<file path="src/rtl/fft_pkg.sv">
// Shared FFT datapath package: width constants and complex sample/twiddle types.
//   DATA_W  : sample component width (signed)
//   TW_W    : twiddle component width (signed Q1.11)
//   TW_FRAC : twiddle fractional bits
//   ADDR_W  : twiddle ROM address width (frame length 2**ADDR_W)
package fft_pkg;

    localparam int unsigned DATA_W  = 16;
    localparam int unsigned TW_W    = 12;
    localparam int unsigned TW_FRAC = 11;
    localparam int unsigned ADDR_W  = 4;

    typedef struct packed {
        logic signed [DATA_W-1:0] re;
        logic signed [DATA_W-1:0] im;
    } cplx_t;

    typedef struct packed {
        logic signed [TW_W-1:0] re;
        logic signed [TW_W-1:0] im;
    } tw_t;

endpackage

</file>
<file path="src/rtl/fft_st4_twmul_if.sv">
// Bus bundle for the stage-4 twiddle multiplier.
//   in_valid/in_re/in_im          : sample stream from the stage-4 butterfly
//   tw_addr/tw_valid/tw_re/tw_im  : twiddle ROM read port (1-cycle registered ROM)
//   out_valid/out_re/out_im/out_last : product stream to the next stage
// Modport slave is the multiplier; master is the surrounding datapath (butterfly, ROM, sink).
interface fft_st4_twmul_if;
    import fft_pkg::*;

    logic                     in_valid;
    logic signed [DATA_W-1:0] in_re;
    logic signed [DATA_W-1:0] in_im;
    logic [ADDR_W-1:0]        tw_addr;
    logic                     tw_valid;
    logic signed [TW_W-1:0]   tw_re;
    logic signed [TW_W-1:0]   tw_im;
    logic                     out_valid;
    logic signed [DATA_W-1:0] out_re;
    logic signed [DATA_W-1:0] out_im;
    logic                     out_last;

    modport slave (
        input  in_valid, in_re, in_im, tw_re, tw_im,
        output tw_addr, tw_valid, out_valid, out_re, out_im, out_last
    );

    modport master (
        output in_valid, in_re, in_im, tw_re, tw_im,
        input  tw_addr, tw_valid, out_valid, out_re, out_im, out_last
    );

endinterface

</file>
<file path="src/rtl/cmult_q11.sv">
// Pipelined complex multiply by a Q1.(TW_FRAC) twiddle with round-half-up and saturation.
// Three register stages: products, sum/difference, round/saturate.
// Ports:
//   clk, rst            : clock, synchronous active-high reset
//   in_valid, in_last   : sideband qualifying a_*/b_* this cycle
//   a_re, a_im          : sample (DATA_W, signed)
//   b_re, b_im          : twiddle (TW_W, signed)
//   out_valid, out_last : sideband delayed by three cycles
//   out_re, out_im      : result; holds while out_valid is low
module cmult_q11 #(
    parameter int unsigned DATA_W  = 16,
    parameter int unsigned TW_W    = 12,
    parameter int unsigned TW_FRAC = 11
) (
    input  logic                     clk,
    input  logic                     rst,
    input  logic                     in_valid,
    input  logic                     in_last,
    input  logic signed [DATA_W-1:0] a_re,
    input  logic signed [DATA_W-1:0] a_im,
    input  logic signed [TW_W-1:0]   b_re,
    input  logic signed [TW_W-1:0]   b_im,
    output logic                     out_valid,
    output logic                     out_last,
    output logic signed [DATA_W-1:0] out_re,
    output logic signed [DATA_W-1:0] out_im
);

    localparam int unsigned PW = DATA_W + TW_W;  // product width
    localparam int unsigned SW = PW + 1;         // sum width, cannot wrap

    localparam logic signed [SW-1:0] RND   = SW'(1 << (TW_FRAC - 1));
    localparam logic signed [SW-1:0] Y_MAX = SW'((1 << (DATA_W - 1)) - 1);
    localparam logic signed [SW-1:0] Y_MIN = SW'(-(1 << (DATA_W - 1)));

    logic                 s2_valid, s2_last;
    logic signed [PW-1:0] p_rr, p_ii, p_ri, p_ir;
    logic                 s3_valid, s3_last;
    logic signed [SW-1:0] s3_re, s3_im;

    // Floor after adding half an LSB gives round-half-up, also for negative values.
    function automatic logic signed [DATA_W-1:0] rnd_sat(input logic signed [SW-1:0] x);
        logic signed [SW-1:0] r;
        r = (x + RND) >>> TW_FRAC;
        if (r > Y_MAX) begin
            return Y_MAX[DATA_W-1:0];
        end else if (r < Y_MIN) begin
            return Y_MIN[DATA_W-1:0];
        end
        return r[DATA_W-1:0];
    endfunction

    always_ff @(posedge clk) begin
        if (rst) begin
            s2_valid  <= 1'b0;
            s2_last   <= 1'b0;
            p_rr      <= '0;
            p_ii      <= '0;
            p_ri      <= '0;
            p_ir      <= '0;
            s3_valid  <= 1'b0;
            s3_last   <= 1'b0;
            s3_re     <= '0;
            s3_im     <= '0;
            out_valid <= 1'b0;
            out_last  <= 1'b0;
            out_re    <= '0;
            out_im    <= '0;
        end else begin
            s2_valid  <= in_valid;
            s2_last   <= in_last;
            s3_valid  <= s2_valid;
            s3_last   <= s2_last;
            out_valid <= s3_valid;
            out_last  <= s3_last;
            if (in_valid) begin
                // Operands sign-extended to the product width before multiplying.
                p_rr <= PW'(a_re) * PW'(b_re);
                p_ii <= PW'(a_im) * PW'(b_im);
                p_ri <= PW'(a_re) * PW'(b_im);
                p_ir <= PW'(a_im) * PW'(b_re);
            end
            if (s2_valid) begin
                s3_re <= SW'(p_rr) - SW'(p_ii);
                s3_im <= SW'(p_ri) + SW'(p_ir);
            end
            if (s3_valid) begin
                out_re <= rnd_sat(s3_re);
                out_im <= rnd_sat(s3_im);
            end
        end
    end

endmodule

</file>
<file path="src/rtl/fft_st4_twmul.sv">
// Stage-4 twiddle multiplier. Counts samples within a 2**ADDR_W frame, drives the twiddle ROM
// with the current index, aligns the sample with the ROM's one-cycle read latency and feeds the
// pair to cmult_q11. Latency from in_valid to out_valid is four cycles; no backpressure.
// Ports:
//   clk, rst : clock, synchronous active-high reset
//   bus      : fft_st4_twmul_if.slave (sample in, ROM port, product out)
module fft_st4_twmul #(
    parameter int unsigned DATA_W  = fft_pkg::DATA_W,
    parameter int unsigned TW_W    = fft_pkg::TW_W,
    parameter int unsigned TW_FRAC = fft_pkg::TW_FRAC,
    parameter int unsigned ADDR_W  = fft_pkg::ADDR_W
) (
    input logic            clk,
    input logic            rst,
    fft_st4_twmul_if.slave bus
);

    localparam logic [ADDR_W-1:0] IDX_LAST = '1;

    logic [ADDR_W-1:0]        idx;
    logic                     s1_valid, s1_last;
    logic signed [DATA_W-1:0] s1_re, s1_im;

    always_comb begin
        bus.tw_addr  = idx;
        bus.tw_valid = bus.in_valid;
    end

    // Index advances only on valid samples, so frame position survives input gaps.
    always_ff @(posedge clk) begin
        if (rst) begin
            idx      <= '0;
            s1_valid <= 1'b0;
            s1_last  <= 1'b0;
            s1_re    <= '0;
            s1_im    <= '0;
        end else begin
            s1_valid <= bus.in_valid;
            s1_last  <= bus.in_valid && (idx == IDX_LAST);
            if (bus.in_valid) begin
                idx   <= idx + ADDR_W'(1);
                s1_re <= bus.in_re;
                s1_im <= bus.in_im;
            end
        end
    end

    // ROM data arrives in the same cycle as the S1 registers.
    cmult_q11 #(
        .DATA_W  (DATA_W),
        .TW_W    (TW_W),
        .TW_FRAC (TW_FRAC)
    ) u_cmult (
        .clk       (clk),
        .rst       (rst),
        .in_valid  (s1_valid),
        .in_last   (s1_last),
        .a_re      (s1_re),
        .a_im      (s1_im),
        .b_re      (bus.tw_re),
        .b_im      (bus.tw_im),
        .out_valid (bus.out_valid),
        .out_last  (bus.out_last),
        .out_re    (bus.out_re),
        .out_im    (bus.out_im)
    );

endmodule
</file>
<file path="src/flat_wrapper.sv">
// flat-port wrapper written by rule: the top's interface ports become plain ports
module fft_st4_twmul_flat 
#(
    parameter int unsigned DATA_W  = fft_pkg::DATA_W,
    parameter int unsigned TW_W    = fft_pkg::TW_W,
    parameter int unsigned TW_FRAC = fft_pkg::TW_FRAC,
    parameter int unsigned ADDR_W  = fft_pkg::ADDR_W
)
  (clk, rst, bus_in_valid, bus_in_re, bus_in_im, bus_tw_re, bus_tw_im, bus_tw_addr, bus_tw_valid, bus_out_valid, bus_out_re, bus_out_im, bus_out_last);
  fft_st4_twmul_if bus_i ();
  input logic clk;
  input logic rst;
  input wire logic [$bits(bus_i.in_valid)-1:0] bus_in_valid;
  input wire logic [$bits(bus_i.in_re)-1:0] bus_in_re;
  input wire logic [$bits(bus_i.in_im)-1:0] bus_in_im;
  input wire logic [$bits(bus_i.tw_re)-1:0] bus_tw_re;
  input wire logic [$bits(bus_i.tw_im)-1:0] bus_tw_im;
  output wire logic [$bits(bus_i.tw_addr)-1:0] bus_tw_addr;
  output wire logic [$bits(bus_i.tw_valid)-1:0] bus_tw_valid;
  output wire logic [$bits(bus_i.out_valid)-1:0] bus_out_valid;
  output wire logic [$bits(bus_i.out_re)-1:0] bus_out_re;
  output wire logic [$bits(bus_i.out_im)-1:0] bus_out_im;
  output wire logic [$bits(bus_i.out_last)-1:0] bus_out_last;
  assign bus_i.in_valid = bus_in_valid;
  assign bus_i.in_re = bus_in_re;
  assign bus_i.in_im = bus_in_im;
  assign bus_i.tw_re = bus_tw_re;
  assign bus_i.tw_im = bus_tw_im;
  assign bus_tw_addr = bus_i.tw_addr;
  assign bus_tw_valid = bus_i.tw_valid;
  assign bus_out_valid = bus_i.out_valid;
  assign bus_out_re = bus_i.out_re;
  assign bus_out_im = bus_i.out_im;
  assign bus_out_last = bus_i.out_last;
  fft_st4_twmul #(.DATA_W(DATA_W), .TW_W(TW_W), .TW_FRAC(TW_FRAC), .ADDR_W(ADDR_W)) u_core (.clk(clk), .rst(rst), .bus(bus_i));
endmodule
</file>
<file path="config.mk">
export PLATFORM = sky130hd
export DESIGN_NAME = fft_st4_twmul_flat
export DESIGN_NICKNAME = d
export VERILOG_FILES = /design/src/rtl/fft_pkg.sv /design/src/rtl/fft_st4_twmul_if.sv /design/src/rtl/cmult_q11.sv /design/src/rtl/fft_st4_twmul.sv /design/src/flat_wrapper.sv
export SDC_FILE = /design/constraint.sdc
export NUM_CORES = 2
export LEC_CHECK = 0
export ABC_AREA = 1
export ABC_CLOCK_PERIOD_IN_PS = 5000
export BUFFER_PORTS_ARGS = -buffer_cell sky130_fd_sc_hd__buf_2
export CORE_MARGIN = 2
export CORE_UTILIZATION = 25
export DETAILED_ROUTE_END_ITERATION = 6
export PLACE_DENSITY_LB_ADDON = 0.05
export SLEW_MARGIN = 5
export SYNTH_ARGS = -nofsm -noshare
export SYNTH_HDL_FRONTEND = slang
export SYNTH_SLANG_ARGS = --single-unit
</file>
<file path="constraint.sdc">
create_clock -name clk -period 5 [get_ports clk]
set_input_delay 0.75 -clock clk [delete_from_list [all_inputs] [get_ports clk]]
set_output_delay 0.75 -clock clk [all_outputs]
set_load 0.02 [all_outputs]
</file>
==> results.json <==
{
  "power.ir.vdd_worst_uv": 349,
  "worst-slew-pin-transition_ns": 0.819,
  "seq_area_frac_synth_pct": 10.5,
  "worst_setup_hold_path_clk_slew_ns": 0.06,
  "postSynth.topFlopCell": "sky130_fd_sc_hd__dfxtp_1",
  "number_of_maximum_capacitance_violations": 0,
  "share_of_layout_cells_above_drive_strength_1_pct": 19.4,
  "io-pin-count": 98,
  "gpl.final_weighted_congestion": 0.807,
  "fin_area_um2": 55300,
  "horizontal_extent_of_the_die_um": 418,
  "viasPerCell": 4.23,
  "slew-limit-headroom_pct": 45.4,
  "synth_compound_gate_area_share_pct": 6.06,
  "power-per-cell-area_nw_per_um2": 568,
  "drt_pre_antenna_iters": 7,
  "layout_setup_ws_ns": 0.102,
  "post_synth_fa_ha_maj_area_fraction_pct": 41.8,
  "yosys_warnings": 0,
  "worstSetupPathType": "flop to flop",
  "post-dp-hpwl_um": 131000,
  "antenna_violating_nets_post_route": 0,
  "syn_nets": 7234,
  "hold-worst-slack_ns": 0.320,
  "vias_in_the_first_global_route": 40100,
  "clock_tree.root_cell": "sky130_fd_sc_hd__clkbuf_16",
  "route.top_layer_used": "met5",
  "dr.first_iter.drc_count": 1638,
  "ys_ff_latch": 226,
  "clock-sinks": 226,
  "power_leakage_nw": 29.8,
  "met1_length_um": 77600,
  "regToRegSetupSlack_ns": 0.10,
  "final.min_clock_period_ns": 4.90,
  "final_min_period_over_clock_period_pct": 98.0,
  "fin_util_pct": 32.3,
  "timing_max_transition_violations_final": 0,
  "timing.critical_path.arrival_ns": 5.44,
  "clock_tree.htree_level_count": 2,
  "core_um2": 171000,
  "worst_skew_pair.late_latency_ns": 0.66,
  "outcome": "finished clean",
  "detailroute.wirelength.met3_um": 3860,
  "post_synth_and_or_nand_nor_area_fraction_pct": 23.8,
  "asyncSetResetFlopFracSynth_pct": 0,
  "placement_stage_worst_setup_slack_ns": -0.754,
  "critPathCaptureType": "flop",
  "synth-edff-count": 0,
  "port_buffers": 97,
  "hp-start": "bus_in_re[2]",
  "fin_setup_tns_ns": 0,
  "placedInstanceArea_um2": 50400,
  "ys_types": 45,
  "combinational_family_with_the_most_area_after_synthesis": "adder cells",
  "hold_path.class": "input port to flop",
  "clk_path_buf_depth": 3,
  "timing.clock.skew_ns": 0.0454,
  "remaining_drc_errors": 0,
  "row_count": 152,
  "pin_count_of_the_biggest_net_entering_global_routing": 124,
  "critical_path.max_fanout": 7,
  "totalWireLength_um": 165000,
  "finalHoldViolations": 0,
  "chipHeight_um": 418,
  "area.growth.synth_to_final_pct": 28.9,
  "postSynthCellCount": 6170,
  "syn_avg_cell_area_um2": 6.96,
  "via_count": 38100,
  "achievable-frequency_mhz": 204,
  "numCtsBuffers": 39,
  "grt.total_usage_pct": 18.2,
  "timing.critical_path.from": "u_core.s1_re[11]$_SDFFE_PP0P_",
  "area_share_of_xor_xnor_cells_in_the_synthesized_design_pct": 1.65,
  "post_synth_mux_area_share_pct": 0,
  "antenna_found_initial": 11,
  "design.die.area_um2": 175000,
  "start_util_pct": 25.1,
  "final_net_count": 7797,
  "rsz0062_at_grt": "yes",
  "cts_tree": "built",
  "finalSetupViolations": 0,
  "globalRoute.totalOverflow": 0,
  "avgRoutedWirePerCell_um": 18.3,
  "worstSetupStartpointType": "flop",
  "ctsHoldBuffers": 0,
  "post_synth_instance_area_um2": 42900,
  "met2_length_um": 79500,
  "grt_first_pass_wirelength_um": 243000,
  "critical_path_required_ns": 5.55,
  "worst_r2r_startpoint": "u_core.s1_re[11]$_SDFFE_PP0P_"
}
[layout make-up]
cell class,instances,area (um2)
Sequential cell,226,4590
Fill cell,18700,116000
Clock inverter,19,300
Timing Repair Buffer,756,7030
Clock buffer,51,1070
Multi-Input combinational cell,4109,33500
Tap cell,2233,2790
Inverter,1601,6020
Antenna cell,5,12.5
[worst paths after layout]
check,endpoint,cells past startpoint
setup / recovery,u_core.u_cmult.p_rr[23]$_SDFFE_PP0P_,24
hold / removal,u_core.s1_re[2]$_SDFFE_PP0P_,3
setup reg to reg,u_core.u_cmult.p_rr[23]$_SDFFE_PP0P_,24
hold reg to reg,u_core.u_cmult.s3_last$_SDFF_PP0_,2
[metrics by stage]
stage / power [W] / std cells
after floorplan: 0.0146 / 6170
after global placement: 0.0241 / 8822
after detailed placement: 0.0239 / 8822
after CTS: 0.0277 / 8893
after global routing: 0.0349 / 8996
final: 0.0314 / 9000
[registers in the layout, indices dropped and copies added (netlist names)]
register,count
u_core.u_cmult.out_last,1
u_core.u_cmult.p_ii,28
u_core.u_cmult.out_valid,1
u_core.u_cmult.s2_valid,1
u_core.bus.tw_addr,4
u_core.u_cmult.p_rr,28
u_core.s1_re,16
u_core.u_cmult.s3_valid,1
u_core.u_cmult.s3_re,19
u_core.u_cmult.s3_im,19
u_core.u_cmult.p_ri,28
u_core.s1_im,16
u_core.u_cmult.s3_last,1
u_core.s1_valid,1
u_core.u_cmult.p_ir,28
u_core.u_cmult.out_re,16
u_core.s1_last,1
u_core.u_cmult.s2_last,1
u_core.u_cmult.out_im,16
[cells in the mapped netlist (all sizes together), types with 5 or more instances]
| cell | count | share of area, % |
|---|---|---|
| a21oi | 223 | 2.7 |
| and2 | 7 | 0.10 |
| buf | 18 | 0.26 |
| clkbuf | 214 | 1.9 |
| dfxtp | 226 | 11 |
| fa | 712 | 33 |
| ha | 293 | 8.5 |
| inv | 1597 | 14 |
| nand2 | 1627 | 14 |
| nand3 | 214 | 2.5 |
| nand3b | 12 | 0.22 |
| nand4 | 66 | 0.96 |
| nor2 | 572 | 5.1 |
| nor3 | 33 | 0.38 |
| o21a | 5 | 0.087 |
| o21ai | 211 | 2.5 |
| o21bai | 30 | 0.52 |
| or2 | 5 | 0.073 |
| xnor2 | 22 | 0.45 |
| xor2 | 59 | 1.2 |
[where the power goes]
| part | total, W | leakage, nW | internal (W) | switching [W] |
|---|---|---|---|---|
| clock network | 0.00304 | 0.661 | 0.00183 | 0.00121 |
| registers | 0.00234 | 1.87 | 0.00204 | 0.000293 |
| logic | 0.0261 | 27.3 | 0.0117 | 0.0143 |
[cell families (layout without fill, tap and decap cells)]
| logic type | after synthesis | in the layout |
|---|---|---|
| simple gates | 2539 | 2539 |
| flops | 226 | 226 |
| buf+inv | 1835 | 2427 |
| compound gates | 484 | 484 |
| fa+ha+maj | 1005 | 1005 |
| xor+xnor | 81 | 81 |
| other cells | 0 | 5 |
[critical path: stages, from the launching register on]
cell and delay (ns):
sky130_fd_sc_hd__dfxtp_4 0.41, sky130_fd_sc_hd__buf_12 0.16, sky130_fd_sc_hd__buf_6 0.12, sky130_fd_sc_hd__nand2_2 0.05
sky130_fd_sc_hd__fa_1 0.58, sky130_fd_sc_hd__inv_2 0.05, sky130_fd_sc_hd__fa_1 0.54, sky130_fd_sc_hd__fa_1 0.45
sky130_fd_sc_hd__fa_1 0.57, sky130_fd_sc_hd__inv_2 0.04, sky130_fd_sc_hd__fa_1 0.51, sky130_fd_sc_hd__inv_2 0.05
sky130_fd_sc_hd__ha_4 0.25, sky130_fd_sc_hd__nand2_2 0.10, sky130_fd_sc_hd__inv_1 0.06, sky130_fd_sc_hd__nand2_1 0.06
sky130_fd_sc_hd__and2_4 0.14, sky130_fd_sc_hd__nor2_1 0.04, sky130_fd_sc_hd__nor2_2 0.13, sky130_fd_sc_hd__nand3_1 0.09
sky130_fd_sc_hd__nand2_1 0.08, sky130_fd_sc_hd__nand3_2 0.07, sky130_fd_sc_hd__buf_4 0.15, sky130_fd_sc_hd__nand2_1 0.05
sky130_fd_sc_hd__inv_1 0.04
[cell usage in the layout, fill, tap and decap left out, types with 31 or more instances in the layout]
cell type and n:
sky130_fd_sc_hd__inv_1 1544, sky130_fd_sc_hd__o21ai_1 31, sky130_fd_sc_hd__nor2_2 43, sky130_fd_sc_hd__dfxtp_1 202, sky130_fd_sc_hd__buf_12 83, sky130_fd_sc_hd__a21oi_2 57, sky130_fd_sc_hd__nand2_1 1510, sky130_fd_sc_hd__nor2_1 501
sky130_fd_sc_hd__buf_4 517, sky130_fd_sc_hd__buf_6 37, sky130_fd_sc_hd__ha_1 223, sky130_fd_sc_hd__buf_2 89, sky130_fd_sc_hd__inv_2 51, sky130_fd_sc_hd__fa_1 684, sky130_fd_sc_hd__ha_4 66, sky130_fd_sc_hd__clkbuf_16 58
sky130_fd_sc_hd__nand2_2 99, sky130_fd_sc_hd__a21oi_1 159, sky130_fd_sc_hd__nand4_1 66, sky130_fd_sc_hd__nand3_1 193, sky130_fd_sc_hd__xor2_1 55, sky130_fd_sc_hd__o21ai_0 170
[repair_timing]
item | in CTS | in global routing
gates resized for setup | 69 | 544
setup buffers | 1 | 85
endpoints found under the setup margin | 42 | 71
gates cloned | 0 | 20
pin swaps | 8 | 195
endpoints found under the hold margin | 0 | 0
[routing by layer]
layer,vias to the layer above,GRT usage [%]
li1,19100,-
met1,18400,24.3
met2,416,32.0
met3,142,1.18
met4,2,4.18
met5,-,0
Power figures use the tool's default switching activity.
